`config.mk`:
```
export PLATFORM = sky130hd
export DESIGN_NAME = plab4_net_mux_arb
export DESIGN_NICKNAME = d
export VERILOG_FILES = /design/src/rtl/plab4_net_mux_arb_pkg.sv /design/src/rtl/plab4_net_rr_arb2.sv /design/src/rtl/plab4_net_mux_arb.sv
export SDC_FILE = /design/constraint.sdc
export NUM_CORES = 1
export LEC_CHECK = 0
export ABC_AREA = 1
export CORE_AREA = 5 5 100 102
export CTS_BUF_LIST = sky130_fd_sc_hd__clkbuf_4
export DETAILED_ROUTE_END_ITERATION = 12
export DIE_AREA = 0 0 105 107
export PLACE_DENSITY_LB_ADDON = 0.05
export SLEW_MARGIN = 10
export SYNTH_ARGS = -nofsm -noshare
export SYNTH_HDL_FRONTEND = slang
export SYNTH_HIERARCHICAL = 1
export SYNTH_SLANG_ARGS = --single-unit
```
`constraint.sdc`:
```
create_clock -name clk -period 2.6 [get_ports clk]
set_input_delay 0.52 -clock clk [delete_from_list [all_inputs] [get_ports clk]]
set_output_delay 0.52 -clock clk [all_outputs]
set_load 0.01 [all_outputs]
```
`src/rtl/plab4_net_mux_arb_pkg.sv`:
```
// rtl/plab4_net_mux_arb_pkg.sv - shared encodings and default widths for the domain merge stage
package plab4_net_mux_arb_pkg;

    typedef enum logic {
        DOMAIN_D1 = 1'b0,
        DOMAIN_D2 = 1'b1
    } domain_e;

    typedef enum logic {
        STATE_EMPTY = 1'b0,
        STATE_FULL  = 1'b1
    } state_e;

    localparam int DEF_CNBITS = 32;
    localparam int DEF_DNBITS = 32;

    // One-hot grant to the domain it selects; an empty grant maps to d1.
    function automatic domain_e domain_of(input logic [1:0] grant);
        return grant[1] ? DOMAIN_D2 : DOMAIN_D1;
    endfunction

endpackage

```
`src/rtl/plab4_net_rr_arb2.sv`:
```
// rtl/plab4_net_rr_arb2.sv - two-input round-robin arbiter owning the priority pointer
module plab4_net_rr_arb2
    import plab4_net_mux_arb_pkg::*;
(
    input  logic       clk,
    input  logic       reset,
    input  logic [1:0] req,
    input  logic       en,
    output logic [1:0] grant
);

    domain_e ptr_q;
    domain_e ptr_d;

    // A lone requester always wins; the pointer only breaks ties.
    always_comb begin
        grant = req;
        if (req == 2'b11) begin
            grant = (ptr_q == DOMAIN_D2) ? 2'b10 : 2'b01;
        end
    end

    always_comb begin
        ptr_d = ptr_q;
        if (en && (grant != 2'b00)) begin
            ptr_d = (domain_of(grant) == DOMAIN_D2) ? DOMAIN_D1 : DOMAIN_D2;
        end
    end

    always_ff @(posedge clk or posedge reset) begin
        if (reset) begin
            ptr_q <= DOMAIN_D1;
        end else begin
            ptr_q <= ptr_d;
        end
    end

endmodule

```
`src/rtl/plab4_net_mux_arb.sv`:
```
// rtl/plab4_net_mux_arb.sv - merges two domain streams into one tagged stream via a one-entry buffer
module plab4_net_mux_arb
    import plab4_net_mux_arb_pkg::*;
#(
    parameter int p_msg_cnbits = DEF_CNBITS,
    parameter int p_msg_dnbits = DEF_DNBITS
) (
    input  logic                    clk,
    input  logic                    reset,

    input  logic                    in_val_d1,
    output logic                    in_rdy_d1,
    input  logic [p_msg_cnbits-1:0] in_msg_control_d1,
    input  logic [p_msg_dnbits-1:0] in_msg_data_d1,

    input  logic                    in_val_d2,
    output logic                    in_rdy_d2,
    input  logic [p_msg_cnbits-1:0] in_msg_control_d2,
    input  logic [p_msg_dnbits-1:0] in_msg_data_d2,

    output logic                    out_val,
    input  logic                    out_rdy,
    output logic                    out_domain,
    output logic [p_msg_cnbits-1:0] out_msg_control,
    output logic [p_msg_dnbits-1:0] out_msg_data
);

    state_e                  state_q;
    state_e                  state_d;
    domain_e                 dom_q;
    domain_e                 dom_d;
    logic [p_msg_cnbits-1:0] ctrl_q;
    logic [p_msg_cnbits-1:0] ctrl_d;
    logic [p_msg_dnbits-1:0] data_q;
    logic [p_msg_dnbits-1:0] data_d;

    logic [1:0] req;
    logic [1:0] grant;
    logic       can_fill;
    logic       drain;
    logic       accept;

    assign req      = {in_val_d2, in_val_d1};
    assign out_val  = (state_q == STATE_FULL);
    assign drain    = out_val & out_rdy;
    assign can_fill = (state_q == STATE_EMPTY) | drain;
    assign accept   = can_fill & (req != 2'b00);

    assign in_rdy_d1 = can_fill & grant[0];
    assign in_rdy_d2 = can_fill & grant[1];

    plab4_net_rr_arb2 u_arb (
        .clk   (clk),
        .reset (reset),
        .req   (req),
        .en    (accept),
        .grant (grant)
    );

    // Drain without refill scrubs the payload so an idle channel carries nothing stale;
    // the domain tag is left as it was.
    always_comb begin
        state_d = state_q;
        dom_d   = dom_q;
        ctrl_d  = ctrl_q;
        data_d  = data_q;
        if (accept) begin
            state_d = STATE_FULL;
            dom_d   = domain_of(grant);
            if (domain_of(grant) == DOMAIN_D2) begin
                ctrl_d = in_msg_control_d2;
                data_d = in_msg_data_d2;
            end else begin
                ctrl_d = in_msg_control_d1;
                data_d = in_msg_data_d1;
            end
        end else if (drain) begin
            state_d = STATE_EMPTY;
            ctrl_d  = '0;
            data_d  = '0;
        end
    end

    always_ff @(posedge clk or posedge reset) begin
        if (reset) begin
            state_q <= STATE_EMPTY;
            dom_q   <= DOMAIN_D1;
            ctrl_q  <= '0;
            data_q  <= '0;
        end else begin
            state_q <= state_d;
            dom_q   <= dom_d;
            ctrl_q  <= ctrl_d;
            data_q  <= data_d;
        end
    end

    assign out_domain      = dom_q;
    assign out_msg_control = ctrl_q;
    assign out_msg_data    = data_q;

endmodule

```
# After elaboration in Yosys (flattened, before gate mapping)
# Cells that the tools add are included.
dict set report word_totals {
  reg_bits 67
  latch_bits 0
  ram_bits 0
  romBits 0
  input_bits 133
  output_inout_bits 68
  elab_cells 27
  mem_count 0
}
dict set report classes {
  n_addsub 0
  mul 0
  div 0
  order_cmp 0
  eq_ne 1
  shift 0
  muxes 11
  n_bitwise 6
  reduce_logical 4
}
# op count
set ops {}
lappend ops {{$mux W32} 5}
lappend ops {{$reduce_bool A2 Y1} 3}
lappend ops {{$and A1 B1 Y1} 4}
lappend ops {{$mux W1} 4}
lappend ops {{$mux W2} 2}
lappend ops {{$eq A2 B2 Y1 const B} 1}
lappend ops {{$logic_and A1 B1 Y1} 1}
lappend ops {{$not A1 Y1} 1}
lappend ops {{$or A1 B1 Y1} 1}

# Longest topological paths before layout
dict set report depth {
  ltp_word 5
  ltp_mapped 9
  depth_no_buf 7
}

# Modules after synthesis
# Netlist, hierarchy kept.
# module n_inst cells_each area_per_inst_um2 seq_area_each_um2
set by_module_without_submodules {}
lappend by_module_without_submodules {plab4_net_mux_arb 1 503 3452.1 1651.6}
lappend by_module_without_submodules {plab4_net_rr_arb2 1 9 63.8 25.0}

# Worst setup path before layout
# No wires, ideal clock.
dict set report synth_timing {
  path_kind {input to output}
  start {input port in_val_d2}
  end {output port in_rdy_d2}
  arrival_time_ns 1.250
  path_slack_ns 0.830
  stages 5
  cell_sequence {a21boi_1 -> inv_1 -> buf_2 -> buf_2 -> nor2_1}
}
dict set report synth_via {
  elab_chain_len 3
}
# item line_no
set synth_rtl {}
lappend synth_rtl {{start, declared} plab4_net_mux_arb.sv:16} ;# input logic in_val_d2,
lappend synth_rtl {{$eq A2 B2 Y1} plab4_net_rr_arb2.sv:18} ;# if (req == 2'b11) begin
lappend synth_rtl {{$mux W2 (*)} plab4_net_rr_arb2.sv:18}
lappend synth_rtl {{$and A1 B1 Y1 (*)} plab4_net_mux_arb.sv:50} ;# assign in_rdy_d2 = can_fill & grant[1];
lappend synth_rtl {{end, declared} plab4_net_mux_arb.sv:17} ;# output logic in_rdy_d2,
# Mark *: on every way between the ends. The rest lies on a longest branch, timed or not.

# Final worst setup path
dict set report layout_timing {
  start {input port in_val_d1}
  end {output port in_rdy_d1}
}
dict set report layout_via {
  elab_chain_len 3
}
# item line_no
set layout_rtl {}
lappend layout_rtl {{start, declared} plab4_net_mux_arb.sv:11} ;# input logic in_val_d1,
lappend layout_rtl {{$eq A2 B2 Y1} plab4_net_rr_arb2.sv:18}
lappend layout_rtl {{$mux W2 (*)} plab4_net_rr_arb2.sv:18}
lappend layout_rtl {{via grant[0]} plab4_net_mux_arb.sv:38} ;# logic [1:0] grant;
lappend layout_rtl {{$and A1 B1 Y1 (*)} plab4_net_mux_arb.sv:49} ;# assign in_rdy_d1 = can_fill & grant[0];
lappend layout_rtl {{end, declared} plab4_net_mux_arb.sv:12} ;# output logic in_rdy_d1,
# Mark *: on every way through the listed nets, which the timed path passes. The rest lies on a longest branch.

==> impl_metrics.json <==
{
  "ys_types": 16,
  "grt_max_degree": 67,
  "hold_class": "input pin to asynchronous set/reset pin",
  "drt-pass1-iter-count": 4,
  "start_util_pct": 39.0,
  "area_growth_pct": 62.0,
  "synth_top_area_share_pct": 47.7,
  "clock_latency_ns": 0.39,
  "dieArea_um2": 11200,
  "drv_slew": 0,
  "fin_crit_sh_pct": 96.0,
  "rr_worst_depth": 7,
  "outcome": "finished clean",
  "clkTransAtPathRegs_ns": 0.10,
  "numCtsBuffers": 9,
  "ys_seq_area_share_pct": 47.7,
  "ir_worst_vdd_v": 0.000213,
  "ctsHoldBuffers": 0,
  "layout.cells.non_filler": 814,
  "clock_skew_ns": 0.0225,
  "num_vias": 3780,
  "ff2ff_setup_slack_ns": 1.00,
  "reg2reg_from": "u_arb/ptr_q",
  "cts_tree": "done",
  "drc": 0,
  "nets": 832,
  "fp.dieW_um": 105,
  "port_buffers": 200,
  "worst_setup_path_end_kind": "primary output",
  "grt_pass1_vias": 3580,
  "num_antenna_cells": 0,
  "core_um2": 9020,
  "placedCellCount": 799,
  "final_layout_size_suffix_gt1_share_pct": 4.41,
  "max-clock-path-buffers": 2,
  "avgSynthCellArea_um2": 6.87,
  "max_slew_margin_pct": 57.8,
  "yosys.area.top_type": "dfrtp_1",
  "synth_nets": 645,
  "hpwl_um": 7690,
  "vias_per_cell": 4.64,
  "cp_data_arrival_time_ns": 1.98,
  "wl_per_cell_um": 13.2,
  "setup_violations": 0,
  "syn_inst": 512,
  "root_buffer": "clkbuf_4",
  "fillers": 871,
  "synth_warnings": 6,
  "grt_setup_unrepaired": "false",
  "h-tree-depth": 3,
  "cts.sinks": 67,
  "grt_usage_pct": 18.6,
  "cts_resized": 0,
  "layout_min_cycle_time_ns": 2.50,
  "worst_setup_path_start_kind": "input pin",
  "drv_cap": 0,
  "startpoint": "in_val_d1",
  "tightestPinTransition_ns": 0.633,
  "p_leak_uw": 0.00292,
  "overflow": 0,
  "gp_congestion": 0.765,
  "fmax_ghz": 0.401,
  "grt_pass1_wl_um": 17100,
  "antenna_found_initial": 0,
  "r2r-end": "out_msg_data[15]",
  "routed_wl_um": 10800,
  "synth.area.top_cells": "dfrtp_1 (48%), nand2_1 (35%), nand3_1 (9.3%)",
  "power_density_nw_per_um2": 520,
  "fp-row-count": 35,
  "whs_ns": 0.293,
  "ios": 201,
  "criticalPathCategory": "input pin to primary output",
  "finalSetupTns_ns": 0,
  "synth-seq-cells": 67,
  "syn_area_um2": 3520,
  "die_y_um": 107,
  "crit_fanout": 3,
  "worst-endpoint-required_ns": 2.08,
  "detail-route-antenna-nets": 0,
  "first_iter_violations": 102,
  "power.total_uw": 2960,
  "finalHoldViolCount": 0,
  "post_cts.repair.setup_buffers": 0
}
==> how the worst max path moves through the flow <==
stage                             to  slack [ns]  cells after the start
final                      in_rdy_d1        0.10                      5
after global routing       in_rdy_d1        0.04                      5
after CTS                  in_rdy_d1        0.09                      5
after detailed placement   in_rdy_d1        0.09                      5
after global placement     in_rdy_d1        0.13                      5
after floorplan           out_domain        0.43                      1
==> layer usage <==
layer  track usage [%]  share of wire (%)  vias up
met4              5.84                1.5        0
li1                  -                  -     1949
met5                 0                  0        -
met2              31.5                 49      118
met1              22.2                 41     1700
met3              6.26                8.0       13
==> cells by family (layout without fill, tap and decap cells) <==
logic type / Yosys count / in the layout / share of synthesized area [%]
flip-flops: 67 / 67 / 47.7
AND/OR/NAND/NOR: 399 / 399 / 45.1
AO/OA/AOI/OAI: 4 / 4 / 0.819
buffers and inverters: 42 / 233 / 6.44
==> metrics by stage <==
stage | instance area, µm² | utilization [%] | setup slack (ns)
2_1_floorplan | 3520 | - | 0.425
3_3_place_gp | 5600 | 62.0 | 0.134
5_1_grt | 5700 | 63.1 | 0.0439
6_report | 5700 | 63.1 | 0.104
4_1_cts | 5700 | 63.1 | 0.0931
3_5_place_dp | 5600 | 62.0 | 0.0925
==> cell usage after synthesis <==
master / number
inv_2: 1
o21ai_2: 1
nand2_1: 328
nor2_1: 4
nor2_2: 1
nand3_1: 65
clkbuf_1: 7
o21ai_0: 1
nand2_2: 1
dfrtp_1: 67
a21boi_1: 1
a21boi_0: 1
buf_2: 19
buf_6: 6
inv_1: 8
buf_1: 1
==> registers in the layout, summed over array words and instances, names as in the netlist <==
register / flops
out_domain: 1
out_msg_control: 32
out_msg_data: 32
out_val: 1
u_arb/ptr_q: 1
==> critical path: stages <==
cell	delay, ns
clkdlybuf4s50_1	0.55
a21boi_0	0.20
inv_1	0.06
nor2_1	0.10
clkdlybuf4s50_1	0.55
==> final cells by class <==
| type | instances | area [µm²] | share of cell area (%) |
|---|---|---|---|
| Timing Repair Buffer | 209 | 2110 | 37.0 |
| Sequential cell | 67 | 1680 | 29.4 |
| Multi-Input combinational cell | 403 | 1640 | 28.8 |
| Tap cell | 111 | 139 | 2.44 |
| Clock buffer | 11 | 82.6 | 1.45 |
| Inverter | 9 | 33.8 | 0.593 |
| Clock inverter | 4 | 18.8 | 0.329 |
==> report_power, final <==
| group | total, µW | internal, µW | leakage, µW | switching (µW) |
|---|---|---|---|---|
| combinational | 1120 | 606 | 0.00202 | 512 |
| sequential | 1290 | 1200 | 0.000837 | 86.1 |
| clock | 555 | 206 | 0.0000639 | 349 |
| total | 2960 | 2020 | 0.00292 | 948 |
==> layout by cell type, fill, tap and decap left out <==
cell and instances:
clkbuf_4 11, inv_2 3, nor2_1 3, a21boi_0 1
a21boi_4 1, dfrtp_1 67, inv_1 6, nand3_1 65
o21ai_4 1, o21ai_0 1, clkinv_1 1, buf_4 6
nor2_2 1, nand2_1 328, buf_12 3, nand2_2 1
clkinv_2 3, nor2_4 1, clkdlybuf4s50_1 200
(Power assumes the default switching activity.)
